$ cat config.mk
export PLATFORM = sky130hd
export DESIGN_NAME = dm_access_ctrl_flat
export DESIGN_NICKNAME = d
export VERILOG_FILES = /design/src/rtl/mem_pkg.sv /design/src/rtl/dm_access_ctrl_if.sv /design/src/rtl/dm_lane_fmt.sv /design/src/rtl/dm_access_ctrl.sv /design/src/flat_wrapper.sv
export SDC_FILE = /design/constraint.sdc
export NUM_CORES = 1
export LEC_CHECK = 0
export ABC_AREA = 1
export BUFFER_PORTS_ARGS = -buffer_cell sky130_fd_sc_hd__buf_2
export CAP_MARGIN = 10
export CORE_MARGIN = 5
export CORE_UTILIZATION = 50
export DETAILED_ROUTE_END_ITERATION = 12
export MAX_ROUTING_LAYER = met4
export PLACE_DENSITY = 0.77
export SYNTH_ARGS = -nofsm -noshare
export SYNTH_HDL_FRONTEND = slang
export SYNTH_HIERARCHICAL = 1
export SYNTH_SLANG_ARGS = --single-unit
$ cat constraint.sdc
create_clock -name clk -period 1.7 [get_ports clk]
set_input_delay 0.255 -clock clk [delete_from_list [all_inputs] [get_ports clk]]
set_output_delay 0.255 -clock clk [all_outputs]
set_load 0.05 [all_outputs]
$ cat src/rtl/mem_pkg.sv
`default_nettype none
// ============================================================================
//  Module      : mem_pkg
//  Description : Shared definitions for the data-memory access path:
//                access-size encodings, BRAM write-enable patterns, the
//                controller state type and an alignment helper.
//  Revision    : 1.0 - initial release
// ============================================================================
package mem_pkg;

    // Access size encodings carried on req_size (2'd3 is illegal)
    localparam logic [1:0] SZ_BYTE = 2'd0;
    localparam logic [1:0] SZ_HALF = 2'd1;
    localparam logic [1:0] SZ_WORD = 2'd2;

    // The BRAM writes whole words, so only these two patterns are ever used
    localparam logic [3:0] WE_NONE = 4'h0;
    localparam logic [3:0] WE_ALL  = 4'hF;

    typedef enum logic [2:0] {
        ST_IDLE = 3'd0,
        ST_RD   = 3'd1,
        ST_DATA = 3'd2,
        ST_WR   = 3'd3,
        ST_RESP = 3'd4
    } state_e;

    // True when the low offset bits are not aligned to the access size,
    // or when the size encoding itself is illegal.
    function automatic logic size_fault(input logic [1:0] size,
                                        input logic [1:0] off_lo);
        logic fault;
        fault = 1'b0;
        case (size)
            SZ_BYTE: fault = 1'b0;
            SZ_HALF: fault = off_lo[0];
            SZ_WORD: fault = (off_lo != 2'b00);
            default: fault = 1'b1;
        endcase
        return fault;
    endfunction

endpackage
`default_nettype wire

$ cat src/rtl/dm_access_ctrl_if.sv
`default_nettype none
// ============================================================================
//  Module      : dm_access_ctrl_if
//  Description : CPU-side load/store request/response bundle.
//                master : request source (pipeline MEM stage)
//                slave  : data-memory access controller
//  Ports       : req_valid/req_ready handshake, req_we, req_size,
//                req_unsigned, req_addr, req_wdata; resp_valid, resp_rdata,
//                resp_exc (one-cycle completion, no backpressure).
//  Revision    : 1.0 - initial release
// ============================================================================
interface dm_access_ctrl_if;
    logic        req_valid;
    logic        req_ready;
    logic        req_we;
    logic [1:0]  req_size;
    logic        req_unsigned;
    logic [31:0] req_addr;
    logic [31:0] req_wdata;
    logic        resp_valid;
    logic [31:0] resp_rdata;
    logic        resp_exc;

    modport master (
        output req_valid, req_we, req_size, req_unsigned, req_addr, req_wdata,
        input  req_ready, resp_valid, resp_rdata, resp_exc
    );

    modport slave (
        input  req_valid, req_we, req_size, req_unsigned, req_addr, req_wdata,
        output req_ready, resp_valid, resp_rdata, resp_exc
    );
endinterface
`default_nettype wire

$ cat src/rtl/dm_lane_fmt.sv
`default_nettype none
// ============================================================================
//  Module      : dm_lane_fmt
//  Description : Combinational byte-lane formatter for little-endian words.
//                Load side : selects the byte/half lane of the BRAM word and
//                            zero- or sign-extends it.
//                Store side: merges the low byte/half of the store data into
//                            the BRAM word at the selected lane.
//  Ports       : i_size, i_off_lo, i_unsigned, i_rdata, i_wdata ->
//                o_load_data, o_merge_data
//  Revision    : 1.0 - initial release
// ============================================================================
module dm_lane_fmt
    import mem_pkg::*;
(
    input  wire logic [1:0]  i_size,
    input  wire logic [1:0]  i_off_lo,
    input  wire logic        i_unsigned,
    input  wire logic [31:0] i_rdata,
    input  wire logic [31:0] i_wdata,
    output logic      [31:0] o_load_data,
    output logic      [31:0] o_merge_data
);

    logic [7:0]  w_byte;
    logic [15:0] w_half;

    always_comb begin
        w_byte = 8'h00;
        case (i_off_lo)
            2'd0:    w_byte = i_rdata[7:0];
            2'd1:    w_byte = i_rdata[15:8];
            2'd2:    w_byte = i_rdata[23:16];
            default: w_byte = i_rdata[31:24];
        endcase
        w_half = i_off_lo[1] ? i_rdata[31:16] : i_rdata[15:0];
    end

    always_comb begin
        o_load_data = i_rdata;
        case (i_size)
            SZ_BYTE: o_load_data = i_unsigned ? {24'h000000, w_byte}
                                              : {{24{w_byte[7]}}, w_byte};
            SZ_HALF: o_load_data = i_unsigned ? {16'h0000, w_half}
                                              : {{16{w_half[15]}}, w_half};
            default: o_load_data = i_rdata;
        endcase
    end

    always_comb begin
        o_merge_data = i_rdata;
        case (i_size)
            SZ_BYTE: begin
                case (i_off_lo)
                    2'd0:    o_merge_data[7:0]   = i_wdata[7:0];
                    2'd1:    o_merge_data[15:8]  = i_wdata[7:0];
                    2'd2:    o_merge_data[23:16] = i_wdata[7:0];
                    default: o_merge_data[31:24] = i_wdata[7:0];
                endcase
            end
            SZ_HALF: begin
                if (i_off_lo[1]) begin
                    o_merge_data[31:16] = i_wdata[15:0];
                end else begin
                    o_merge_data[15:0]  = i_wdata[15:0];
                end
            end
            default: o_merge_data = i_wdata;
        endcase
    end

endmodule
`default_nettype wire

$ cat src/rtl/dm_access_ctrl.sv
`default_nettype none
// ============================================================================
//  Module      : dm_access_ctrl
//  Description : Initiator-side controller for the data-memory BRAM.
//                Converts CPU byte/half/word loads and stores into
//                word-indexed BRAM cycles; sub-word stores are performed as
//                read-modify-write because the BRAM writes whole words.
//  Ports       : clk, reset (sync, active-high)
//                bus        : dm_access_ctrl_if.slave request/response
//                bram_we    : write enable, 4'h0 or 4'hF only
//                bram_addr  : word index, zero-extended
//                bram_wdata : write data
//                bram_rdata : read data, 1-cycle registered latency
//  Revision    : 1.0 - initial release
// ============================================================================
module dm_access_ctrl
    import mem_pkg::*;
#(
    parameter int unsigned DEPTH     = 4096,
    parameter logic [31:0] BASE_ADDR = 32'h0000_0000
) (
    input  wire logic        clk,
    input  wire logic        reset,
    dm_access_ctrl_if.slave  bus,
    output logic      [3:0]  bram_we,
    output logic      [31:0] bram_addr,
    output logic      [31:0] bram_wdata,
    input  wire logic [31:0] bram_rdata
);

    // Byte span of the memory; 34 bits so 4*DEPTH cannot wrap
    localparam logic [33:0] c_BYTE_LIMIT = 34'(DEPTH) << 2;

    // ------------------------------------------------------------------
    // Request decode (valid only while a request is being offered)
    // ------------------------------------------------------------------
    logic [31:0] w_off;
    logic        w_exc;

    always_comb begin
        w_off = bus.req_addr - BASE_ADDR;
        w_exc = (bus.req_addr < BASE_ADDR)
              || ({2'b00, w_off} >= c_BYTE_LIMIT)
              || size_fault(bus.req_size, w_off[1:0]);
    end

    // ------------------------------------------------------------------
    // State and registered outputs
    // ------------------------------------------------------------------
    state_e      state_q,      state_d;
    logic        req_ready_q,  req_ready_d;
    logic        resp_valid_q, resp_valid_d;
    logic [31:0] resp_rdata_q, resp_rdata_d;
    logic        resp_exc_q,   resp_exc_d;
    logic [3:0]  bram_we_q,    bram_we_d;
    logic [31:0] bram_addr_q,  bram_addr_d;
    logic [31:0] bram_wdata_q, bram_wdata_d;

    // Captured request fields
    logic        we_q,       we_d;
    logic [1:0]  size_q,     size_d;
    logic        unsigned_q, unsigned_d;
    logic [1:0]  off_lo_q,   off_lo_d;
    logic [31:0] wdata_q,    wdata_d;

    logic [31:0] w_load_data;
    logic [31:0] w_merge_data;

    dm_lane_fmt u_lane_fmt (
        .i_size       (size_q),
        .i_off_lo     (off_lo_q),
        .i_unsigned   (unsigned_q),
        .i_rdata      (bram_rdata),
        .i_wdata      (wdata_q),
        .o_load_data  (w_load_data),
        .o_merge_data (w_merge_data)
    );

    always_comb begin
        state_d      = state_q;
        req_ready_d  = 1'b0;
        resp_valid_d = 1'b0;
        resp_rdata_d = 32'h0000_0000;
        resp_exc_d   = 1'b0;
        bram_we_d    = WE_NONE;
        bram_addr_d  = bram_addr_q;
        bram_wdata_d = bram_wdata_q;
        we_d         = we_q;
        size_d       = size_q;
        unsigned_d   = unsigned_q;
        off_lo_d     = off_lo_q;
        wdata_d      = wdata_q;

        case (state_q)
            ST_IDLE: begin
                if (bus.req_valid && req_ready_q) begin
                    we_d       = bus.req_we;
                    size_d     = bus.req_size;
                    unsigned_d = bus.req_unsigned;
                    off_lo_d   = w_off[1:0];
                    wdata_d    = bus.req_wdata;
                    if (w_exc) begin
                        state_d      = ST_RESP;
                        resp_valid_d = 1'b1;
                        resp_exc_d   = 1'b1;
                    end else if (bus.req_we && (bus.req_size == SZ_WORD)) begin
                        // Full-word store skips the read phase
                        state_d      = ST_WR;
                        bram_we_d    = WE_ALL;
                        bram_addr_d  = {2'b00, w_off[31:2]};
                        bram_wdata_d = bus.req_wdata;
                    end else begin
                        state_d      = ST_RD;
                        bram_addr_d  = {2'b00, w_off[31:2]};
                    end
                end else begin
                    req_ready_d = 1'b1;
                end
            end

            ST_RD: begin
                // BRAM samples the address at the edge leaving this state
                state_d = ST_DATA;
            end

            ST_DATA: begin
                if (we_q) begin
                    state_d      = ST_WR;
                    bram_we_d    = WE_ALL;
                    bram_wdata_d = w_merge_data;
                end else begin
                    state_d      = ST_RESP;
                    resp_valid_d = 1'b1;
                    resp_rdata_d = w_load_data;
                end
            end

            ST_WR: begin
                state_d      = ST_RESP;
                resp_valid_d = 1'b1;
            end

            ST_RESP: begin
                state_d     = ST_IDLE;
                req_ready_d = 1'b1;
            end

            default: begin
                state_d = ST_IDLE;
            end
        endcase
    end

    always_ff @(posedge clk) begin
        if (reset) begin
            state_q      <= ST_IDLE;
            req_ready_q  <= 1'b0;
            resp_valid_q <= 1'b0;
            resp_rdata_q <= 32'h0000_0000;
            resp_exc_q   <= 1'b0;
            bram_we_q    <= WE_NONE;
            bram_addr_q  <= 32'h0000_0000;
            bram_wdata_q <= 32'h0000_0000;
            we_q         <= 1'b0;
            size_q       <= 2'b00;
            unsigned_q   <= 1'b0;
            off_lo_q     <= 2'b00;
            wdata_q      <= 32'h0000_0000;
        end else begin
            state_q      <= state_d;
            req_ready_q  <= req_ready_d;
            resp_valid_q <= resp_valid_d;
            resp_rdata_q <= resp_rdata_d;
            resp_exc_q   <= resp_exc_d;
            bram_we_q    <= bram_we_d;
            bram_addr_q  <= bram_addr_d;
            bram_wdata_q <= bram_wdata_d;
            we_q         <= we_d;
            size_q       <= size_d;
            unsigned_q   <= unsigned_d;
            off_lo_q     <= off_lo_d;
            wdata_q      <= wdata_d;
        end
    end

    assign bus.req_ready  = req_ready_q;
    assign bus.resp_valid = resp_valid_q;
    assign bus.resp_rdata = resp_rdata_q;
    assign bus.resp_exc   = resp_exc_q;
    assign bram_we        = bram_we_q;
    assign bram_addr      = bram_addr_q;
    assign bram_wdata     = bram_wdata_q;

endmodule
`default_nettype wire

$ cat src/flat_wrapper.sv
// flat-port wrapper written by rule: the top's interface ports become plain ports
module dm_access_ctrl_flat import mem_pkg::*;
#(
    parameter int unsigned DEPTH     = 4096,
    parameter logic [31:0] BASE_ADDR = 32'h0000_0000
)
  (clk, reset, bram_we, bram_addr, bram_wdata, bram_rdata, bus_req_valid, bus_req_we, bus_req_size, bus_req_unsigned, bus_req_addr, bus_req_wdata, bus_req_ready, bus_resp_valid, bus_resp_rdata, bus_resp_exc);
  dm_access_ctrl_if bus_i ();
  input  wire logic clk;
  input  wire logic reset;
  output logic      [3:0] bram_we;
  output logic      [31:0] bram_addr;
  output logic      [31:0] bram_wdata;
  input  wire logic [31:0] bram_rdata;
  input wire logic [$bits(bus_i.req_valid)-1:0] bus_req_valid;
  input wire logic [$bits(bus_i.req_we)-1:0] bus_req_we;
  input wire logic [$bits(bus_i.req_size)-1:0] bus_req_size;
  input wire logic [$bits(bus_i.req_unsigned)-1:0] bus_req_unsigned;
  input wire logic [$bits(bus_i.req_addr)-1:0] bus_req_addr;
  input wire logic [$bits(bus_i.req_wdata)-1:0] bus_req_wdata;
  output wire logic [$bits(bus_i.req_ready)-1:0] bus_req_ready;
  output wire logic [$bits(bus_i.resp_valid)-1:0] bus_resp_valid;
  output wire logic [$bits(bus_i.resp_rdata)-1:0] bus_resp_rdata;
  output wire logic [$bits(bus_i.resp_exc)-1:0] bus_resp_exc;
  assign bus_i.req_valid = bus_req_valid;
  assign bus_i.req_we = bus_req_we;
  assign bus_i.req_size = bus_req_size;
  assign bus_i.req_unsigned = bus_req_unsigned;
  assign bus_i.req_addr = bus_req_addr;
  assign bus_i.req_wdata = bus_req_wdata;
  assign bus_req_ready = bus_i.req_ready;
  assign bus_resp_valid = bus_i.resp_valid;
  assign bus_resp_rdata = bus_i.resp_rdata;
  assign bus_resp_exc = bus_i.resp_exc;
  dm_access_ctrl #(.DEPTH(DEPTH), .BASE_ADDR(BASE_ADDR)) u_core (.clk(clk), .reset(reset), .bus(bus_i), .bram_we(bram_we), .bram_addr(bram_addr), .bram_wdata(bram_wdata), .bram_rdata(bram_rdata));
endmodule
Word-level counts from Yosys, hierarchy flattened
Index checks and enable logic that the tools add are counted.
{ "word_totals": {"register_bits": 142, "ram_bits": 0, "output_inout_bits": 103, "inputBits": 103, "mem_count": 0, "latchBits": 0, "romBits": 0} }
{ "op_classes": {"shifts": 0, "n_mul": 0, "div": 0, "n_reduce_logical": 16, "bitwise": 3, "n_addsub": 0, "mux": 34, "n_eq_ne": 13, "order_cmp": 2} }
{ "ops": {"columns": ["cell", "n"], "rows": [
  ["two-way mux 32 bit", 6],
  ["case mux 32 bit (2 select lines)", 3],
  ["two-way mux 16 bit", 3],
  ["greater-or-equal comparator 32 x 15 -> 1 bit, second input constant", 1],
  ["< comparator 32 x 1 -> 1 bit, second input constant", 1],
  ["two-way mux 8 bit", 4],
  ["case mux 8 bit (3 select lines)", 1],
  ["two-way mux 4 bit", 4],
  ["case mux 3 bit (4 select lines)", 1],
  ["two-way mux 3 bit", 3],
  ["case mux 4 bit (2 select lines)", 1],
  ["equality test 2 x 1 -> 1 bit, second input constant", 3],
  ["equality test 3 x 2 -> 1 bit, second input constant", 2],
  ["logical NOT 2 bit", 3],
  ["inequality test 2 x 1 -> 1 bit, second input constant", 3],
  ["case mux 1 bit (3 select lines)", 2],
  ["OR reduction 3 bit", 2],
  ["AND reduction 5 bit", 1],
  ["equality test 2 bit, second input constant", 2],
  ["two-way mux 1 bit", 4],
  ["nonzero test 2 bit", 2],
  ["equality test 3 x 1 -> 1 bit, second input constant", 1],
  ["equality test 3 bit, second input constant", 1],
  ["logical NOT 3 bit", 1],
  ["9 further kinds", 13]
]} }

Depth between registers and ports, before layout
Gate-level depths: netlist of run 1.
{ "logic_depth": {"word_depth": 6, "ltp_mapped": 13, "depth_no_buf": 12} }

Cells and area by module
Netlist of run 1, hierarchy kept.
{ "by_module_without_submodules": {"columns": ["module", "cells_per_inst", "seq_area_each_um2", "area_per_inst_um2", "n_inst"], "rows": [
  ["dm_access_ctrl", 782, 2782.7, 5496.5, 1],
  ["dm_lane_fmt", 358, 0.0, 1785.5, 1]
]} }

Worst setup path after synthesis of run 1
No wires, ideal clock.
{ "synth_timing": {"kind": "register to register", "start": "reg u_core.req_ready_q, in the netlist u_core/bus.req_ready", "end": "reg u_core.bram_addr_q[19], in the netlist u_core/bram_addr[19]", "setup_time_ns": 0.111, "period_less_slack_ns": 1.658, "path_stages_with_launch": 9, "n_path_buf": 1, "t_arrival_ns": 1.547, "path_slack_ns": 0.042, "required_ns": 1.589, "path_cell_list": "dfxtp_1 nand2_1 nor2_2 inv_2 nor2_4 inv_2 buf_2 nand3_1 inv_2"} }
{ "synth_via": {"elab_chain_cells": 2} }
{ "synth_rtl": {"columns": ["item", "line_no", "text"], "rows": [
  ["start, declared", "dm_access_ctrl.sv:51", "logic req_ready_q, req_ready_d;"],
  ["start signal, assigned", "dm_access_ctrl.sv:171", "req_ready_q <= req_ready_d;"],
  ["logical AND 1 bit", "dm_access_ctrl.sv:96", "if (bus.req_valid && req_ready_q) begin"],
  ["AND reduction 3 bit (no line)", null, null],
  ["end signal, assigned", "dm_access_ctrl.sv:176", "bram_addr_q <= bram_addr_d;"],
  ["end, declared", "dm_access_ctrl.sv:56", "logic [31:0] bram_addr_q, bram_addr_d;"]
]} }
No other way between the ends.
A chain may end at the register's enable or synchronous reset.

Final worst setup path of run 1
{ "layout_timing": {"start": "reg u_core.state_q[2]", "end": "reg u_core.bram_wdata_q[22], in the netlist u_core/bram_wdata[22]"} }
{ "layout_via": {"elab_chain_cells": 3} }
{ "layout_rtl": {"columns": ["item", "line_no", "text"], "rows": [
  ["start, declared", "dm_access_ctrl.sv:50", "state_e state_q, state_d;"],
  ["start signal, assigned", "dm_access_ctrl.sv:170", "state_q <= state_d;"],
  ["equality test 3 x 2 -> 1 bit or logical NOT 3 bit (tied branches)", "dm_access_ctrl.sv:94", "case (state_q)"],
  ["inequality test 2 x 1 -> 1 bit (no line), or another cell as far along", null, null],
  ["AND reduction 5 bit (no line)", null, null],
  ["end signal, assigned", "dm_access_ctrl.sv:177", "bram_wdata_q <= bram_wdata_d;"],
  ["end, declared", "dm_access_ctrl.sv:57", "logic [31:0] bram_wdata_q, bram_wdata_d;"]
]} }
Several ways; a longest one is shown, not always the timed one.

==> flow_metrics.py, run 1 <==
metrics = {
    "floorplanning": {
        "coreArea_um2": 14420,
        "num_rows": 44,
        "start_util": 0.5049,
        "fp.dieH_um": 130.7,
        "chipWidth_um": 130.7,
        "dieArea_um2": 17080,
        "io_pins": 206,
    },
    "critical_path": {
        "cp.required_ns": 2.06,
        "crit_type": "reg2reg",
        "critPathCaptureType": "flip-flop",
        "r2r_slack_ns": 0.09,
        "r2r_end": "u_core/bram_wdata[22]",
        "path_max_fanout": 16,
        "reg2reg_from": "u_core/state_q[2]",
        "worst-endpoint-arrival_ns": 1.97,
        "r2r_cells": 9,
        "crit_path_start_kind": "flip-flop",
    },
    "yosys": {
        "synth_area_leaders": "dfxtp_1, nand2_1, nor2_1",
        "synth_top_family_by_area": "simple AND/OR/NAND/NOR gates",
        "syn_area_um2": 7282,
        "async_flop_share": 0,
        "ys.flop_type": "dfxtp_1",
        "ys_seq_area_frac": 0.3821,
        "yosysTopAreaCell": "dfxtp_1",
        "post-synth-top-count-cell": "nand2_1",
        "synthMuxAreaShare": 0,
        "synth_edf_count": 0,
        "synthAdderAreaFrac": 0,
        "yosys-top-cells-count": "nand2_1, nor2_1, dfxtp_1, inv_1, nand3_1",
        "syn-mean-instance-area_um2": 6.388,
        "synth_compound_area_frac": 0.1160,
        "yosys.cell_types.count": 26,
        "synth_xor_xnor_area_share": 0,
        "synthCells": 1140,
        "yosysWarningCount": 6,
        "yosys_register_bits": 139,
        "synth-simple-area-share": 0.3698,
        "synth_top_cell_area_share": 0.3821,
    },
    "timing": {
        "setup_ws_ns": 0.09382,
        "fin_crit_sh": 0.9448,
        "maxSlewViolCount": 0,
        "max_freq_mhz": 622.6,
        "clock_skew_ns": 0.009729,
        "setup_viol": 0,
        "hold_viol_final": 0,
        "tns_ns": 0,
        "hold_ws_ns": 0.04651,
        "fin_crit_ns": 1.606,
    },
    "run_status": {
        "status": "finished clean",
    },
    "routing": {
        "met2WireLength_um": 10660,
        "wirelength_um": 22820,
        "drt-met1-wl_um": 9317,
        "route.met3.wl_um": 2132,
        "drc": 0,
        "drtPass1Iterations": 8,
        "drtAntennaViolNets": 0,
        "initialDrtViolationCount": 740,
        "avgRoutedWirePerCell_um": 14.96,
        "viasPerCell": 5.147,
        "routed.top_layer": "met4",
        "via_count": 7849,
    },
    "global_route": {
        "grt_remaining_overflow": 0,
        "grt_use_total": 0.2763,
        "grt_pass1_vias": 7236,
        "antenna_found_initial": 0,
        "grt_pass1_wl_um": 35880,
        "grt_max_degree": 45,
    },
    "min_path": {
        "holdPathStages": 2,
        "worstHoldPathType": "in2reg",
        "hold_start": "reset",
        "hold_end": "u_core/bram_we[2]",
    },
    "place": {
        "dp_cells": 1490,
        "dp.final_hpwl_um": 16610,
        "gp_congestion": 0.9849,
        "port_buffers": 203,
        "dpl_worst_slack_ns": 0.03127,
    },
    "clocking": {
        "clkTransAtPathRegs_ns": 0.06,
        "htree_levels": 4,
        "clk_path_buf_depth": 2,
        "cts.sinks": 139,
        "clkLatencyLatePin_ns": 0.43,
        "cts.hold.buffers_added": 0,
        "cts_tree": "yes",
        "cts_buffers": 17,
        "cts_root_buffer": "clkbuf_16",
    },
    "power_and_ir_drop": {
        "leakage_nw": 4.974,
        "vdd_ir_drop_max_mv": 0.7249,
        "power_density_nw_per_um2": 917.1,
    },
    "final_layout": {
        "stdcell_count": 1525,
        "synthToLayoutAreaGrowth_pct": 25.70,
        "final_nets": 1431,
        "layout-drive-gt1-share": 0.2560,
    },
    "run": {
        "drv_cap": 0,
    },
}
[what timing repair did]
action,CTS,global route
gates resized for setup,0,15
buffers inserted,0,1
endpoints found under the setup margin,0,56
[sequential cells by signal (all words and copies together) (netlist names)]
| register | count |
|---|---|
| u_core/bram_wdata | 32 |
| u_core/bus.resp_rdata | 32 |
| u_core/wdata_q | 32 |
| u_core/bram_addr | 30 |
| u_core/state_q | 3 |
| u_core/off_lo_q | 2 |
| u_core/size_q | 2 |
| u_core/bram_we | 1 |
| u_core/bus.req_ready | 1 |
| u_core/bus.resp_exc | 1 |
| u_core/bus.resp_valid | 1 |
| u_core/unsigned_q | 1 |
| u_core/we_q | 1 |
[cell families after synthesis]
| logic type | count (synthesis) |
|---|---|
| simple gates | 630 |
| buf+inv | 210 |
| compound gates | 160 |
| flops | 139 |
| other cells | 1 |
[how the worst max path moves through the flow]
stage	startpoint	end	slack (ns)	cells after the start
final	u_core/state_q[2]	u_core/bram_wdata[22]	0.09	9
after CTS	u_core/off_lo_q[0]	u_core/bram_wdata[5]	0.004	11
after global routing	u_core/off_lo_q[0]	u_core/bram_wdata[6]	-0.0009	11
after global placement	u_core/off_lo_q[1]	u_core/bram_wdata[30]	0.07	10
after detailed placement	u_core/off_lo_q[1]	u_core/bus.resp_rdata[30]	0.03	9
after floorplan	u_core/bus.req_ready	u_core/bram_addr[19]	0.04	8
[layout make-up]
cell class              instances  area (um^2)
diodes                          1        2.502
clock buffers                  20        466.7
clock inverters                11        93.84
fillers                      1400         5270
inverters                     135        506.7
multi-input cells             792         3597
flip-flops and latches        139         2789
well taps                     184        230.2
repair buffers                243         1468
[cell usage in the layout (no fill, tap or decap), types with 3 or more instances in the layout]
master and n:
buf_2 203, nand2_2 3, clkbuf_16 19, nand3_1 96, clkinv_2 6, inv_2 23, inv_1 112, a21oi_1 75
nor3_1 6, clkbuf_8 3, nand2_1 281, nand2_4 3, buf_4 28, o211ai_1 13, dfxtp_1 136, nor2_1 205
buf_12 9, nand3_2 23, o21ai_0 67, nor2_2 6
[worst max-delay path, cell delays in order (launching register included)]
cell,delay (ns)
dfxtp_1,0.34
nor2_1,0.13
nand2_2,0.12
nor2_2,0.11
inv_2,0.07
a21oi_4,0.23
buf_4,0.17
clkbuf_16,0.16
a21oi_1,0.08
nor2_1,0.11
[through the flow]
step	util	total power (W)	instance area, um^2
finish	0.6346	0.008395	9154
global route	0.6345	0.008771	9151
CTS	0.6268	0.008381	9041
detailed placement	0.5880	0.004852	8481
global placement	0.5880	0.004844	8481
floorplan	-	0.004403	7286
[layer usage]
layer / track usage / up-vias
li1: - / 3930
met4: 0.1071 / 0
met2: 0.4329 / 373
met1: 0.3410 / 3482
met5: - / -
met3: 0.07358 / 64
[power by group]
group / internal [W] / switching, W
logic: 0.000524 / 0.000904
registers: 0.00334 / 0.0000858
clock network: 0.00211 / 0.00143
total: 0.00597 / 0.00242
Note: power is estimated with default switching activity, not from simulation.
==> inputs of run 2 (changes only) <==
Clock period 1.7 ns to 2 ns, I/O delays scaled along.
==> run 2 against run 1 <==
  * Cell area decreased by 1.8%
  * Wire length decreased by 3.1%
  * Sequential power is 15% lower
  * Core utilization decreased by 1.2 points
  * Fmax down 12%
  * Clock-buffer cell count shrank 1
  * Die area is the same
  * Worst hold slack better by 0.056 ns
  * First-iteration DRC count grew 6.4%
  * Setup slack gained 0.074 ns
  * Critical path depth increased by 1
  * Critical path type unchanged
  * Largest power group unchanged
==> flow_metrics.py, run 2 (synthesized netlist as in run 1, its figures left out) <==
metrics = {
    "routing": {
        "wirelength_um": 22100,
        "via_count": 7704,
        "viasPerCell": 5.112,
        "initialDrtViolationCount": 787,
        "avgRoutedWirePerCell_um": 14.67,
        "drtAntennaViolNets": 0,
        "drtPass1Iterations": 5,
        "drc": 0,
    },
    "global_route": {
        "antenna_found_initial": 2,
        "grt_pass1_vias": 7124,
        "grt_max_degree": 68,
        "grt_remaining_overflow": 0,
        "grt_pass1_wl_um": 35050,
        "grt_use_total": 0.2683,
    },
    "critical_path": {
        "critPathLaunch": "u_core/off_lo_q[1]",
        "worst-endpoint-arrival_ns": 2.15,
        "cp.required_ns": 2.31,
        "crit_type": "reg2reg",
        "r2r_end": "u_core/bram_wdata[0]",
        "reg2reg_from": "u_core/off_lo_q[1]",
        "crit_path_end": "u_core/bram_wdata[0]",
        "path_max_fanout": 20,
        "r2r_cells": 10,
        "critPathCaptureType": "flip-flop",
        "crit_path_start_kind": "flip-flop",
        "r2r_slack_ns": 0.17,
    },
    "power_and_ir_drop": {
        "vdd_ir_drop_max_mv": 0.6935,
        "total_power_w": 0.007594,
        "leakage_nw": 4.877,
        "power_density_nw_per_um2": 845.1,
    },
    "timing": {
        "hold_viol_final": 0,
        "maxSlewViolCount": 0,
        "clock_skew_ns": 0.01140,
        "setup_viol": 0,
        "tns_ns": 0,
        "hold_ws_ns": 0.1021,
        "fin_crit_ns": 1.833,
        "rsz0062_at_grt": "false",
        "fin_crit_sh": 0.9163,
        "max_freq_mhz": 545.7,
    },
    "clocking": {
        "cts.sinks": 139,
        "cts_setup_buffers": 0,
        "htree_levels": 4,
        "cts_buffers": 17,
        "clkLatencyLatePin_ns": 0.43,
        "clk_path_buf_depth": 2,
        "cts_root_buffer": "clkbuf_16",
        "cts_tree": "yes",
        "clkTransAtPathRegs_ns": 0.06,
        "cts.repair.resized": 0,
        "cts.hold.buffers_added": 0,
    },
    "floorplanning": {
        "start_util": 0.5049,
        "num_rows": 44,
        "coreArea_um2": 14420,
        "io_pins": 206,
        "dieArea_um2": 17080,
        "chipWidth_um": 130.7,
        "fp.dieH_um": 130.7,
    },
    "place": {
        "port_buffers": 203,
        "dp.final_hpwl_um": 16140,
        "gp_congestion": 0.9990,
        "dpl_cell_area_um2": 8315,
    },
    "final_layout": {
        "synthToLayoutAreaGrowth_pct": 23.40,
        "layout-drive-gt1-share": 0.2385,
        "final_nets": 1411,
        "layout_common_cells": "nand2_1, nor2_1, buf_2",
        "layout_commonest_cell": "nand2_1",
        "ff_latch_area_um2": 2783,
        "finish.instance_area_um2": 8986,
        "n_fill_cell": 1381,
        "multiInputGateArea_um2": 3555,
    },
    "run_status": {
        "status": "finished clean",
    },
    "run": {
        "drv_cap": 0,
    },
    "min_path": {
        "worstHoldPathType": "in2reg",
    },
}
## run 2: where the power goes
group / switching (W) / internal [W] / total (W)
combinational: 0.000744 / 0.000397 / 0.00114
clock: 0.00125 / 0.00229 / 0.00355
sequential: 0.0000710 / 0.00284 / 0.00291
total: 0.00207 / 0.00553 / 0.00759
## run 2: area by class of cell
class	instances	share of cell area
clock buffer	19	0.05040
timing repair buffer	223	0.1381
tap	184	0.02562
clock inverter	13	0.02367
sequential	139	0.3097
antenna	2	0.0005569
inverter	135	0.05639
multi-input combinational	792	0.3956
## run 2: stage by stage
stage	utilization	worst slack (ns)	std cells
floorplan	-	0.3424	1141
global placement	0.5765	0.2754	1473
detailed placement	0.5765	0.2609	1473
CTS	0.6227	0.2237	1505
global route	0.6230	0.02573	1507
finish	0.6230	0.1675	1507
## run 2: critical path, stage by stage, from the launching register on
cell	delay, ns
dfxtp_1	0.42
buf_4	0.29
nor2_8	0.11
nor3_1	0.40
nor2_1	0.10
nand2_1	0.08
nand2_1	0.06
inv_1	0.06
nand3_1	0.07
nand2_1	0.09
nor2_1	0.04
## run 2: worst min-delay path by stage
| stage | startpoint | end | slack (ns) | cells past startpoint |
|---|---|---|---|---|
| 2_1_floorplan | reset | u_core/bram_we[2] | 0.37 | 1 |
| 3_3_place_gp | u_core/bram_addr[15] | u_core/bram_addr[15] | 0.44 | 2 |
| 3_5_place_dp | u_core/bram_addr[18] | u_core/bram_addr[18] | 0.44 | 2 |
| 4_1_cts | reset | u_core/bram_we[2] | 0.09 | 2 |
| 5_1_grt | reset | u_core/bram_we[2] | 0.08 | 2 |
| 6_report | reset | u_core/bram_we[2] | 0.10 | 2 |
## run 2: layer usage
layer / vias to the layer above / track usage / part of all wire
li1: 3876 / - / -
met5: - / - / 0
met3: 50 / 0.07439 / 0.087
met2: 328 / 0.4206 / 0.47
met1: 3450 / 0.3266 / 0.41
met4: 0 / 0.1101 / 0.033
